File: src/rtl/cpu_pkg.sv
// cpu_pkg: shared definitions for the cpu core and its program sequencer.
//   - 9-bit instruction format {opcode[2:0], rx[2:0], ry[2:0]}
//   - opcode and register-field encodings
//   - sequencer state enum
//   - fixed program image of {instruction[8:0], data_var[15:0]} entries
package cpu_pkg;

  localparam logic [2:0] OP_MV  = 3'b000;
  localparam logic [2:0] OP_MVI = 3'b001;
  localparam logic [2:0] OP_ADD = 3'b010;
  localparam logic [2:0] OP_SUB = 3'b011;

  localparam logic [2:0] R0 = 3'd0;
  localparam logic [2:0] R1 = 3'd1;
  localparam logic [2:0] R2 = 3'd2;
  localparam logic [2:0] R3 = 3'd3;
  localparam logic [2:0] R4 = 3'd4;
  localparam logic [2:0] R5 = 3'd5;
  localparam logic [2:0] R6 = 3'd6;
  localparam logic [2:0] R7 = 3'd7;

  localparam int IMAGE_LEN = 16;
  localparam int IMAGE_AW  = 4;

  typedef enum logic [2:0] {
    S_IDLE,
    S_ISSUE,
    S_WAIT_DONE,
    S_GAP,
    S_FINISHED,
    S_FAULT
  } seq_state_t;

  // Each entry: {opcode, rx, ry, data_var}
  localparam logic [24:0] PROG_IMAGE [IMAGE_LEN] = '{
    {OP_MVI, R0, R0, 16'h0005},
    {OP_MVI, R1, R0, 16'h0003},
    {OP_ADD, R0, R1, 16'h0000},
    {OP_SUB, R0, R1, 16'h0000},
    {OP_MV,  R2, R0, 16'h0000},
    {OP_MVI, R3, R0, 16'h00ff},
    {OP_ADD, R2, R3, 16'h0000},
    {OP_MV,  R4, R2, 16'h0000},
    {OP_MVI, R5, R0, 16'h1234},
    {OP_SUB, R5, R4, 16'h0000},
    {OP_MV,  R6, R5, 16'h0000},
    {OP_MVI, R7, R0, 16'h8000},
    {OP_ADD, R7, R6, 16'h0000},
    {OP_MV,  R1, R7, 16'h0000},
    {OP_SUB, R1, R1, 16'h0000},
    {OP_MVI, R0, R0, 16'h0000}
  };

  // Combinational image lookup.
  function automatic logic [24:0] prog_entry(input logic [IMAGE_AW-1:0] idx);
    return PROG_IMAGE[idx];
  endfunction

endpackage

File: src/rtl/edge_detect.sv
// edge_detect: registers a level input and reports its 0->1 transition.
//   clk, rst_n : clock, async active-low reset (history register resets to 0)
//   sig        : level input
//   rise       : high in the cycle where sig=1 and the registered copy is 0
module edge_detect (
  input  logic clk,
  input  logic rst_n,
  input  logic sig,
  output logic rise
);

  logic sig_q;

  always_ff @(posedge clk or negedge rst_n) begin
    if (!rst_n) sig_q <= 1'b0;
    else        sig_q <= sig;
  end

  assign rise = sig & ~sig_q;

endmodule

File: src/rtl/program_sequencer.sv
// program_sequencer: issues (instruction, data_var) pairs from the fixed
// program image to the cpu core, one at a time, over a start/done handshake.
//   clk, rst_n       : clock, async active-low reset
//   run              : level, issue continuously while high
//   step             : pulse, issue one instruction from IDLE
//   cpu_done         : core completion level, only its rising edge counts
//   instruction      : 9-bit instruction presented to the core
//   data_var         : 16-bit immediate presented to the core
//   cpu_start        : one-cycle issue pulse
//   pc               : index of the entry being presented
//   busy             : high from cpu_start until the matching done edge
//   prog_done        : high once the program has finished (LOOP=0)
//   fault            : sticky done-timeout flag
//   state_dbg        : current FSM state
//
// Handshake: cpu_start is high for exactly one cycle (state ISSUE) with
// instruction/data_var already stable; they stay stable until the core
// answers with a 0->1 transition on cpu_done. A done level that is already
// high when an instruction is issued is not an answer; a fresh rising edge
// is required. No new cpu_start is issued before that edge arrives.
module program_sequencer
  import cpu_pkg::*;
#(
  parameter int PROG_LEN = 16,    // at most IMAGE_LEN entries
  parameter int TIMEOUT  = 64,
  parameter bit LOOP     = 1'b0,
  localparam int PCW     = (PROG_LEN > 1) ? $clog2(PROG_LEN) : 1
) (
  input  logic            clk,
  input  logic            rst_n,
  input  logic            run,
  input  logic            step,
  input  logic            cpu_done,
  output logic [8:0]      instruction,
  output logic [15:0]     data_var,
  output logic            cpu_start,
  output logic [PCW-1:0]  pc,
  output logic            busy,
  output logic            prog_done,
  output logic            fault,
  output seq_state_t      state_dbg
);

  localparam logic [PCW-1:0] PC_LAST  = PCW'(PROG_LEN - 1);
  localparam int             TW       = $clog2(TIMEOUT + 1);
  localparam logic [TW-1:0]  TMO_LAST = TW'(TIMEOUT - 1);

  seq_state_t    state;
  logic [TW-1:0] tmo_cnt;
  logic          at_end;
  logic          done_rise;

  edge_detect u_done_edge (
    .clk  (clk),
    .rst_n(rst_n),
    .sig  (cpu_done),
    .rise (done_rise)
  );

  assign state_dbg = state;

  always_ff @(posedge clk or negedge rst_n) begin
    if (!rst_n) begin
      state                   <= S_IDLE;
      pc                      <= '0;
      {instruction, data_var} <= prog_entry('0);
      cpu_start               <= 1'b0;
      busy                    <= 1'b0;
      prog_done               <= 1'b0;
      fault                   <= 1'b0;
      tmo_cnt                 <= '0;
      at_end                  <= 1'b0;
    end else begin
      // Image register tracks pc with one cycle of lag; pc only moves on
      // entry to GAP, so the pair is refreshed exactly as ISSUE begins.
      {instruction, data_var} <= prog_entry(IMAGE_AW'(pc));
      cpu_start               <= 1'b0;

      // Outputs of ISSUE/GAP/FINISHED/FAULT are set on entry so they are
      // visible during the state itself.
      case (state)
        S_IDLE: begin
          if (run || step) begin
            state     <= S_ISSUE;
            cpu_start <= 1'b1;
            busy      <= 1'b1;
            tmo_cnt   <= '0;
          end
        end

        // The timeout counter starts in ISSUE so that fault rises exactly
        // TIMEOUT cycles after cpu_start.
        S_ISSUE: begin
          state   <= S_WAIT_DONE;
          tmo_cnt <= tmo_cnt + 1'b1;
        end

        S_WAIT_DONE: begin
          if (done_rise) begin
            state  <= S_GAP;
            busy   <= 1'b0;
            at_end <= (pc == PC_LAST) && !LOOP;
            if (pc == PC_LAST) begin
              if (LOOP) pc <= '0;
            end else begin
              pc <= pc + 1'b1;
            end
          end else if (tmo_cnt == TMO_LAST) begin
            state <= S_FAULT;
            fault <= 1'b1;
          end else begin
            tmo_cnt <= tmo_cnt + 1'b1;
          end
        end

        S_GAP: begin
          if (at_end) begin
            state     <= S_FINISHED;
            prog_done <= 1'b1;
          end else if (run) begin
            state     <= S_ISSUE;
            cpu_start <= 1'b1;
            busy      <= 1'b1;
            tmo_cnt   <= '0;
          end else begin
            state <= S_IDLE;
          end
        end

        S_FINISHED, S_FAULT: begin
          state <= state;
        end

        default: state <= S_IDLE;
      endcase
    end
  end

endmodule
File: config.mk
export PLATFORM = sky130hd
export DESIGN_NAME = program_sequencer
export DESIGN_NICKNAME = d
export VERILOG_FILES = /design/src/rtl/cpu_pkg.sv /design/src/rtl/edge_detect.sv /design/src/rtl/program_sequencer.sv
export SDC_FILE = /design/constraint.sdc
export NUM_CORES = 1
export LEC_CHECK = 0
export BUFFER_PORTS_ARGS = -buffer_cell sky130_fd_sc_hd__buf_2
export CORE_ASPECT_RATIO = 1.2
export CORE_MARGIN = 3
export CORE_UTILIZATION = 50
export CTS_CLUSTER_SIZE = 14
export DETAILED_ROUTE_END_ITERATION = 10
export PLACE_DENSITY = 0.74
export RECOVER_POWER = 25
export REMOVE_ABC_BUFFERS = 1
export SYNTH_ARGS = -nofsm -noshare
export SYNTH_HDL_FRONTEND = slang
export SYNTH_SLANG_ARGS = --single-unit
File: constraint.sdc
create_clock -name clk -period 5.46 [get_ports clk]
set_input_delay 0.273 -clock clk [delete_from_list [all_inputs] [get_ports clk]]
set_output_delay 0.273 -clock clk [all_outputs]
set_load 0.02 [all_outputs]
After elaboration in Yosys (flattened, before gate mapping)

Memory sizes are Yosys's and may differ from the RTL's. A register that Yosys moved wholly into a read port is not among the register bits.
Cells that the tools add are included.

Register bits: 20
Latch bits: 0
Bits in writable memories: 0
ROM bits: 400
Input port bits: 5
Output and inout port bits: 36
Memories kept: 1

Add/sub/neg operators: 2
Multipliers: 0
Div/mod/pow operators: 0
$lt $le $gt $ge: 0
Equal/unequal tests: 14
Shifts and indexed selects: 0
Mux-type cells: 21
Bitwise gates (word level): 6
Reduce and logical (&&, ||, !) cells: 13

Memory list:

| memory          | depth | width | read ports | clocked after memory_dff | wr ports | line          | RTL |
|---|---|---|---|---|---|---|---|
| (no name shown) | 16    | 25    | 1          | 1                        | 0        | cpu_pkg.sv:56 | `return PROG_IMAGE[idx];` |

Operator list:

| cell                  | count |
|---|---|
| $mux W7               | 5 |
| $pmux W7 S4           | 1 |
| $pmux W3 S5           | 1 |
| $mux W3               | 4 |
| $ne A2 B2 Y1 const B  | 6 |
| $reduce_and A3 Y1     | 3 |
| $mux W1               | 8 |
| $add A7 B1 Y7 const B | 1 |
| $eq A7 B6 Y1 const B  | 1 |
| $eq A3 B2 Y1 const B  | 2 |
| $eq A3 B3 Y1 const B  | 2 |
| $reduce_and A6 Y1     | 1 |
| $not A4 Y5            | 1 |
| $reduce_and A5 Y1     | 1 |
| $add A4 B1 Y4 const B | 1 |
| $eq A4 B4 Y1 const B  | 1 |
| $not A1 Y1            | 4 |
| $reduce_and A2 Y1     | 2 |
| $reduce_bool A4 Y1    | 1 |
| $eq A3 B1 Y1 const B  | 1 |
| $logic_not A3 Y1      | 1 |
| $ne A3 B3 Y1 const B  | 1 |
| $pmux W1 S3           | 1 |
| $reduce_bool A3 Y1    | 1 |
| other kinds (5)       | 5 |

Logic depth before layout (Yosys ltp)

Gate-level depths: netlist of run 1.

Depth in word-level cells: 4
Depth in mapped cells: 7

Cells and area by module

Synthesis of run 1 repeated with hierarchy kept, for this count alone.

Cell total of the unflattened synthesis: 173
Area total of the unflattened synthesis: 1804.2 sq um

Modules (own cells, without submodules):

| module            | instances | cells an instance | area each (sq um) |
|---|---|---|---|
| program_sequencer | 1         | 171               | 1765.4 |
| edge_detect       | 1         | 2                 | 38.8 |

Worst setup path before layout of run 1

No wires, ideal clock.

Path kind: flip-flop to flip-flop
From: reg state[0] (netlist: state_dbg[0])
To: reg pc[3]
Setup time: 128 ps
Data arrival time: 1786 ps
Required time: 5332 ps
Slack: 3547 ps
Cell stages (with the launch flop): 8
Path buffers: 3
Cells stage by stage: dfrtp_1 buf_6 nand2b_4 buf_6 or3_1 buf_2 nor4_4 mux2_1

Word-level cells in the longest chain between the ends: 2

Ends and longest elaborated chain:

| what                        | line                     | RTL |
|---|---|---|
| start, declared             | program_sequencer.sv:48  | `seq_state_t state;` |
| start signal, assigned      | program_sequencer.sv:131 | `state <= state;` |
| $eq A3 B2 Y1                | program_sequencer.sv:81  | `case (state)` |
| $reduce_and A3 Y1 (no line) | n/a                      |  |
| end signal, assigned        | program_sequencer.sv:106 | `pc <= pc + 1'b1;` |
| end, declared               | program_sequencer.sv:37  | `output logic [PCW-1:0] pc,` |

No other way between the ends.
A chain may end at the register's enable or synchronous reset.

Worst setup path after layout of run 1

From: reg tmo_cnt[0]
To: reg tmo_cnt[0]

Word-level cells in the longest chain between the ends: 4

Ends and longest elaborated chain:

| what                   | line                                              | RTL |
|---|---|---|
| start, declared        | program_sequencer.sv:49                           | `logic [TW-1:0] tmo_cnt;` |
| start signal, assigned | program_sequencer.sv:95                           | `tmo_cnt <= tmo_cnt + 1'b1;` |
| start signal, assigned | program_sequencer.sv:112                          | `tmo_cnt <= tmo_cnt + 1'b1;` |
| $add A7 B1 Y7          | program_sequencer.sv:95, program_sequencer.sv:112 |  |
| $mux W7                | program_sequencer.sv:108                          | `end else if (tmo_cnt == TMO_LAST) begin` |
| $mux W7                | program_sequencer.sv:99                           | `if (done_rise) begin` |
| $pmux W7 S4            | program_sequencer.sv:81                           |  |

Parallel ways exist; a longest one is shown, timed or not. The select of a mux whose other input is x is not followed.

==> impl_metrics.json, run 1 <==
{
  "status": "finished, violations left",
  "violations": "max-capacitance violations, max-slew violations",
  "drc_errors": 0,
  "vias": 1378,
  "synth_edf_count": 0,
  "arrival_ns": 2.15,
  "peakVddDrop_mv": 0.295,
  "mostFrequentLayoutCells": "dfrtp_1, buf_2, nand2_1",
  "holdBufCountCts": 0,
  "maxCapViolations": 1,
  "clock-sinks": 35,
  "finalWirelength_um": 3810,
  "insertion_delay_ns": 0.28,
  "dr.pass1.iters": 4,
  "routabilityCongestion": 0.938,
  "area_delta_synth_final_pct": 10.5,
  "numCtsBuffers": 5,
  "initial_core_util_pct": 53.8,
  "ys_types": 49,
  "final_antenna_net_count": 0,
  "ys_async_sr_fraction_pct": 100,
  "drive_gt1_share_pct": 24.4,
  "die_area_um2": 4490,
  "grt_usage_pct": 18.8,
  "avgSynthCellArea_um2": 10.6,
  "critPathCaptureType": "flip-flop",
  "synth.cell_area_um2": 1860,
  "grt_max_degree": 36,
  "min_period_ns": 1.95,
  "clkTransAtPathRegs_ns": 0.07,
  "ys_warn_count": 0,
  "cts.path.max_buffers": 2,
  "fin_crit_sh_pct": 35.7,
  "avgRoutedWirePerCell_um": 15.7,
  "clockRootBuffer": "clkbuf_8",
  "syn_inst": 176,
  "power.total_mw": 1.19,
  "grt-ovfl-total": 0,
  "cts-resized-gates": 0,
  "relSlewSlack_pct": -21.0,
  "dp_hpwl_um": 2820,
  "nNetsFinal": 218,
  "via_per_inst": 5.69,
  "synthTopCellsByArea": "dfrtp_1, ha_1, dfstp_2",
  "cp_max_fo": 6,
  "skew_ns": 0.00292,
  "antenna_found_initial": 0,
  "rsz0062_at_grt": "no",
  "coreArea_um2": 3450,
  "synth_top_area_cell": "dfrtp_1",
  "tightest_slew_ns": 1.81,
  "initialDrtViolationCount": 81,
  "hold_viol_final": 0,
  "fmaxAchievable_ghz": 0.513,
  "worstPathRequired_ns": 5.66,
  "critPathKind": "reg -> reg",
  "post_cts_buffers": 0,
  "grt_pass1_wl_um": 6430,
  "die_y_um": 72.8,
  "io_buffers": 34,
  "synth_seq_area_share_pct": 47.3,
  "fp.dieW_um": 61.7,
  "static-leakage-power_nw": 1.03,
  "first_global_vias": 1348,
  "antenna_cells": 0,
  "row_count": 23,
  "powerDensity_nw_per_um2": 577,
  "synthFlopType": "dfrtp_1",
  "drv_slew": 36,
  "ios": 41,
  "setup_viol": 0,
  "ys_seq_elements": 35,
  "htree_levels": 2,
  "startpoint_type": "flip-flop",
  "tns_ns": 0,
  "hold_path.class": "in -> reg",
  "synth_top_area_share_pct": 43.1,
  "dp_cells": 234,
  "tritoncts": "built",
  "fin_cells": 242
}
## per-layer routing
metal | global-route usage (%) | vias up | share of wire, %
li1 | - | 667 | -
met1 | 23.9 | 671 | 41
met2 | 31.2 | 33 | 54
met3 | 4.60 | 7 | 4.4
met4 | 5.66 | 0 | 1.5
met5 | 0 | - | 0
## final cells by class
| type | count | area [um2] |
|---|---|---|
| sequential | 35 | 880 |
| fill | 285 | 1400 |
| tap | 37 | 46.3 |
| inverter | 9 | 33.8 |
| multi-input combinational | 119 | 842 |
| timing repair buffer | 34 | 168 |
| clock buffer | 6 | 72.6 |
| clock inverter | 2 | 12.5 |
## worst max-delay path: stages (launching register included)
cell and delay, ns:
dfrtp_1 0.42, ha_1 0.27, and4_1 0.29, a211oi_2 0.40, o21bai_1 0.26, o21ai_0 0.22
## registers in the layout (all words and copies together), names as in the netlist
signal             cells
instruction            8
data_var               7
tmo_cnt                7
pc                     4
state_dbg              3
at_end                 1
busy                   1
cpu_start              1
fault                  1
prog_done              1
u_done_edge.sig_q      1
## cell usage after synthesis (3+ instances only)
cell type / number
nand3_1: 4
nor2_1: 9
dfrtp_1: 32
o31ai_1: 9
a21oi_1: 4
dfstp_2: 3
nand2_1: 12
nand2b_1: 7
inv_1: 8
mux2i_1: 5
o211ai_1: 6
o21ai_0: 8
ha_1: 9
nor2b_1: 5
clkbuf_1: 4
buf_4: 10
## path summary, 6_finish.rpt
kind,startpoint,endpoint,slack (ns),cells after the start
setup / recovery,tmo_cnt[0],tmo_cnt[0],3.51,5
hold / removal,cpu_done,u_done_edge.sig_q,0.14,1
setup reg to reg,tmo_cnt[0],tmo_cnt[0],3.51,5
hold reg to reg,prog_done,prog_done,0.47,1
max in group asynchronous,rst_n,prog_done,3.95,1
min in group asynchronous,rst_n,tmo_cnt[3],0.47,1
## cell families (layout without fill, tap and decap cells)
family	count (synthesis)	count (layout)	share of synthesized area [%]
and+or+nand+nor	50	50	15.4
AOI/OAI and AO/OA	45	45	17.8
DFF	35	35	47.3
buffers and inverters	27	51	8.41
adders and majority gates	9	9	6.06
muxes	7	7	3.90
xor gates and xnor gates	2	2	0.942
other	1	6	0.202
## power by group
group / switching [mW] / total [mW] / internal, mW
Clock: 0.0949 / 0.184 / 0.0891
Sequential: 0.109 / 0.465 / 0.356
Combinational: 0.334 / 0.536 / 0.202
Total: 0.538 / 1.19 / 0.647
## through the flow
stage	utilization (%)	area (um2)	hold slack, ns	setup slack, ns
2_1_floorplan	-	1760	-0.0226	3.66
3_5_place_dp	57.1	1970	0.387	3.53
3_3_place_gp	57.1	1970	0.376	3.67
6_report	59.5	2050	0.139	3.51
5_1_grt	59.5	2050	0.128	3.32
4_1_cts	59.6	2060	0.0803	3.51
Power figures use the tool's default switching activity.
==> run 2: changes to the inputs <==
==> constraint.sdc (replaced) <==
create_clock -name clk -period 1.9 [get_ports clk]
set_input_delay 0.095 -clock clk [delete_from_list [all_inputs] [get_ports clk]]
set_output_delay 0.095 -clock clk [all_outputs]
set_load 0.02 [all_outputs]
==> run 2 against run 1 <==
  * The run now ends clean
  * Clock skew increased by 0.0028 ns
  * Design area increased by 4.0%
  * Combinational power increased to 3.2 times the previous value
  * Non-clock buffer count increased by 9
  * Routed wire length decreased by 0.29%
  * Critical path type unchanged
  * First-iteration DRC count decreased by 19%
  * Die area unchanged
  * Register-to-register slack got worse by 3.4 ns
  * Sequential power increased to 2.7 times the previous value
  * Critical path depth unchanged
  * Total power increased to 3.0 times the previous value
  * Largest power group unchanged
==> impl_metrics.json, run 2 (synthesis results as in run 1) <==
{
  "die_y_um": 72.8,
  "skew_ns": 0.00573,
  "grt_max_degree": 36,
  "dpl_cell_area_um2": 2020,
  "clockRootBuffer": "clkbuf_8",
  "hold_path.class": "in -> reg",
  "row_count": 23,
  "tritoncts": "built",
  "layout_commonest_cell": "dfrtp_1",
  "coreArea_um2": 3450,
  "initial_core_util_pct": 53.8,
  "min_period_ns": 1.79,
  "powerDensity_nw_per_um2": 1660,
  "initialDrtViolationCount": 66,
  "post_cts_buffers": 0,
  "static-leakage-power_nw": 1.01,
  "die_area_um2": 4490,
  "htree_levels": 2,
  "antenna_cells": 0,
  "io_buffers": 34,
  "regArea_um2": 880,
  "setup_viol": 0,
  "grt_usage_pct": 19.9,
  "mostFrequentLayoutCells": "dfrtp_1, clkbuf_1, nand2_1, buf_2",
  "numCtsBuffers": 5,
  "final_antenna_net_count": 0,
  "tightest_slew_ns": 0.831,
  "grt_pass1_wl_um": 6730,
  "critPathKind": "reg -> reg",
  "finalWirelength_um": 3790,
  "dp_hpwl_um": 2880,
  "grt-ovfl-total": 0,
  "first_global_vias": 1444,
  "drive_gt1_share_pct": 18.2,
  "clkTransAtPathRegs_ns": 0.07,
  "cts.path.max_buffers": 2,
  "tns_ns": 0,
  "clock-sinks": 35,
  "vias": 1404,
  "antenna_found_initial": 0,
  "via_per_inst": 5.59,
  "largest_reg_flops": 8,
  "status": "finished clean",
  "avgRoutedWirePerCell_um": 15.1,
  "critPathCaptureType": "flip-flop",
  "fp.dieW_um": 61.7,
  "ios": 41,
  "maxCapViolations": 0,
  "startpoint_type": "flip-flop",
  "rsz0062_at_grt": "no",
  "peakVddDrop_mv": 0.874,
  "cp_max_fo": 6,
  "drc_errors": 0,
  "multiInputGateArea_um2": 860,
  "drv_slew": 0,
  "hold_viol_final": 0,
  "fin_crit_sh_pct": 94.1,
  "fillers": 292,
  "arrival_ns": 1.92,
  "fmaxAchievable_ghz": 0.559,
  "insertion_delay_ns": 0.28,
  "fin_area_um2": 2140,
  "dp_cells": 241,
  "dr.pass1.iters": 4,
  "fin_cells": 251,
  "nNetsFinal": 227,
  "worstPathRequired_ns": 2.04,
  "relSlewSlack_pct": 44.6,
  "routabilityCongestion": 0.950,
  "area_delta_synth_final_pct": 14.9
}
[run 2: changes by cell type in the layout (fill, tap and decap cells not counted), moves of 2 or more]
cell / previous run / this run
buf_2: 32 / 12
buf_4: 0 / 7
clkbuf_1: 3 / 22
clkbuf_8: 5 / 7
dlygate4sd3_1: 0 / 2
[run 2: layer usage]
layer	part of all wire (%)	GRT usage, %
met1	42	26.3
met5	0	0
met4	0.82	6.13
met3	3.7	4.96
met2	53	31.7
[run 2: layout make-up]
class	instances	area share [%]
flip-flops and latches	35	41.2
multi-input cells	119	40.2
repair buffers	43	10.1
clock buffers	8	4.69
well taps	37	2.17
inverters	9	1.58
[run 2: what timing repair did]
| action | in CTS | in global routing |
|---|---|---|
| setup endpoints to repair | 0 | 5 |
| resized for setup | 0 | 3 |
| hold buffers | 2 | 0 |
| hold endpoints to repair | 33 | 0 |
[run 2: worst paths after layout]
path,start,end,slack [ns],cells after the start
setup / recovery,tmo_cnt[0],tmo_cnt[1],0.11,5
hold / removal,step,state_dbg[0],0.30,5
setup reg to reg,tmo_cnt[0],tmo_cnt[1],0.11,5
hold reg to reg,prog_done,prog_done,0.48,1
max in group asynchronous,rst_n,instruction[7],0.92,2
min in group asynchronous,rst_n,tmo_cnt[5],0.44,2
[run 2: critical path, stage by stage (launching register included)]
cell      delay (ns)
dfrtp_1         0.40
ha_1            0.25
and4_1          0.36
a211oi_4        0.11
o21bai_1        0.38
o21ai_0         0.16
[run 2: report_power, final]
group | switching [mW] | internal (mW) | leakage, nW
logic | 1.08 | 0.631 | 0.523
registers | 0.214 | 1.03 | 0.440
clock network | 0.254 | 0.331 | 0.0515
[run 2: per-stage QoR]
stage | power [mW] | util [%] | hold WS [ns] | worst slack, ns
6_report | 3.54 | 61.8 | 0.302 | 0.113
5_1_grt | 3.83 | 61.8 | 0.345 | 0.00174
4_1_cts | 3.59 | 62.1 | 0.302 | 0.106
3_5_place_dp | 2.99 | 58.6 | 0.216 | 0.134
3_3_place_gp | 2.93 | 58.6 | 0.197 | 0.241
2_1_floorplan | 2.39 | - | -0.201 | 0.104
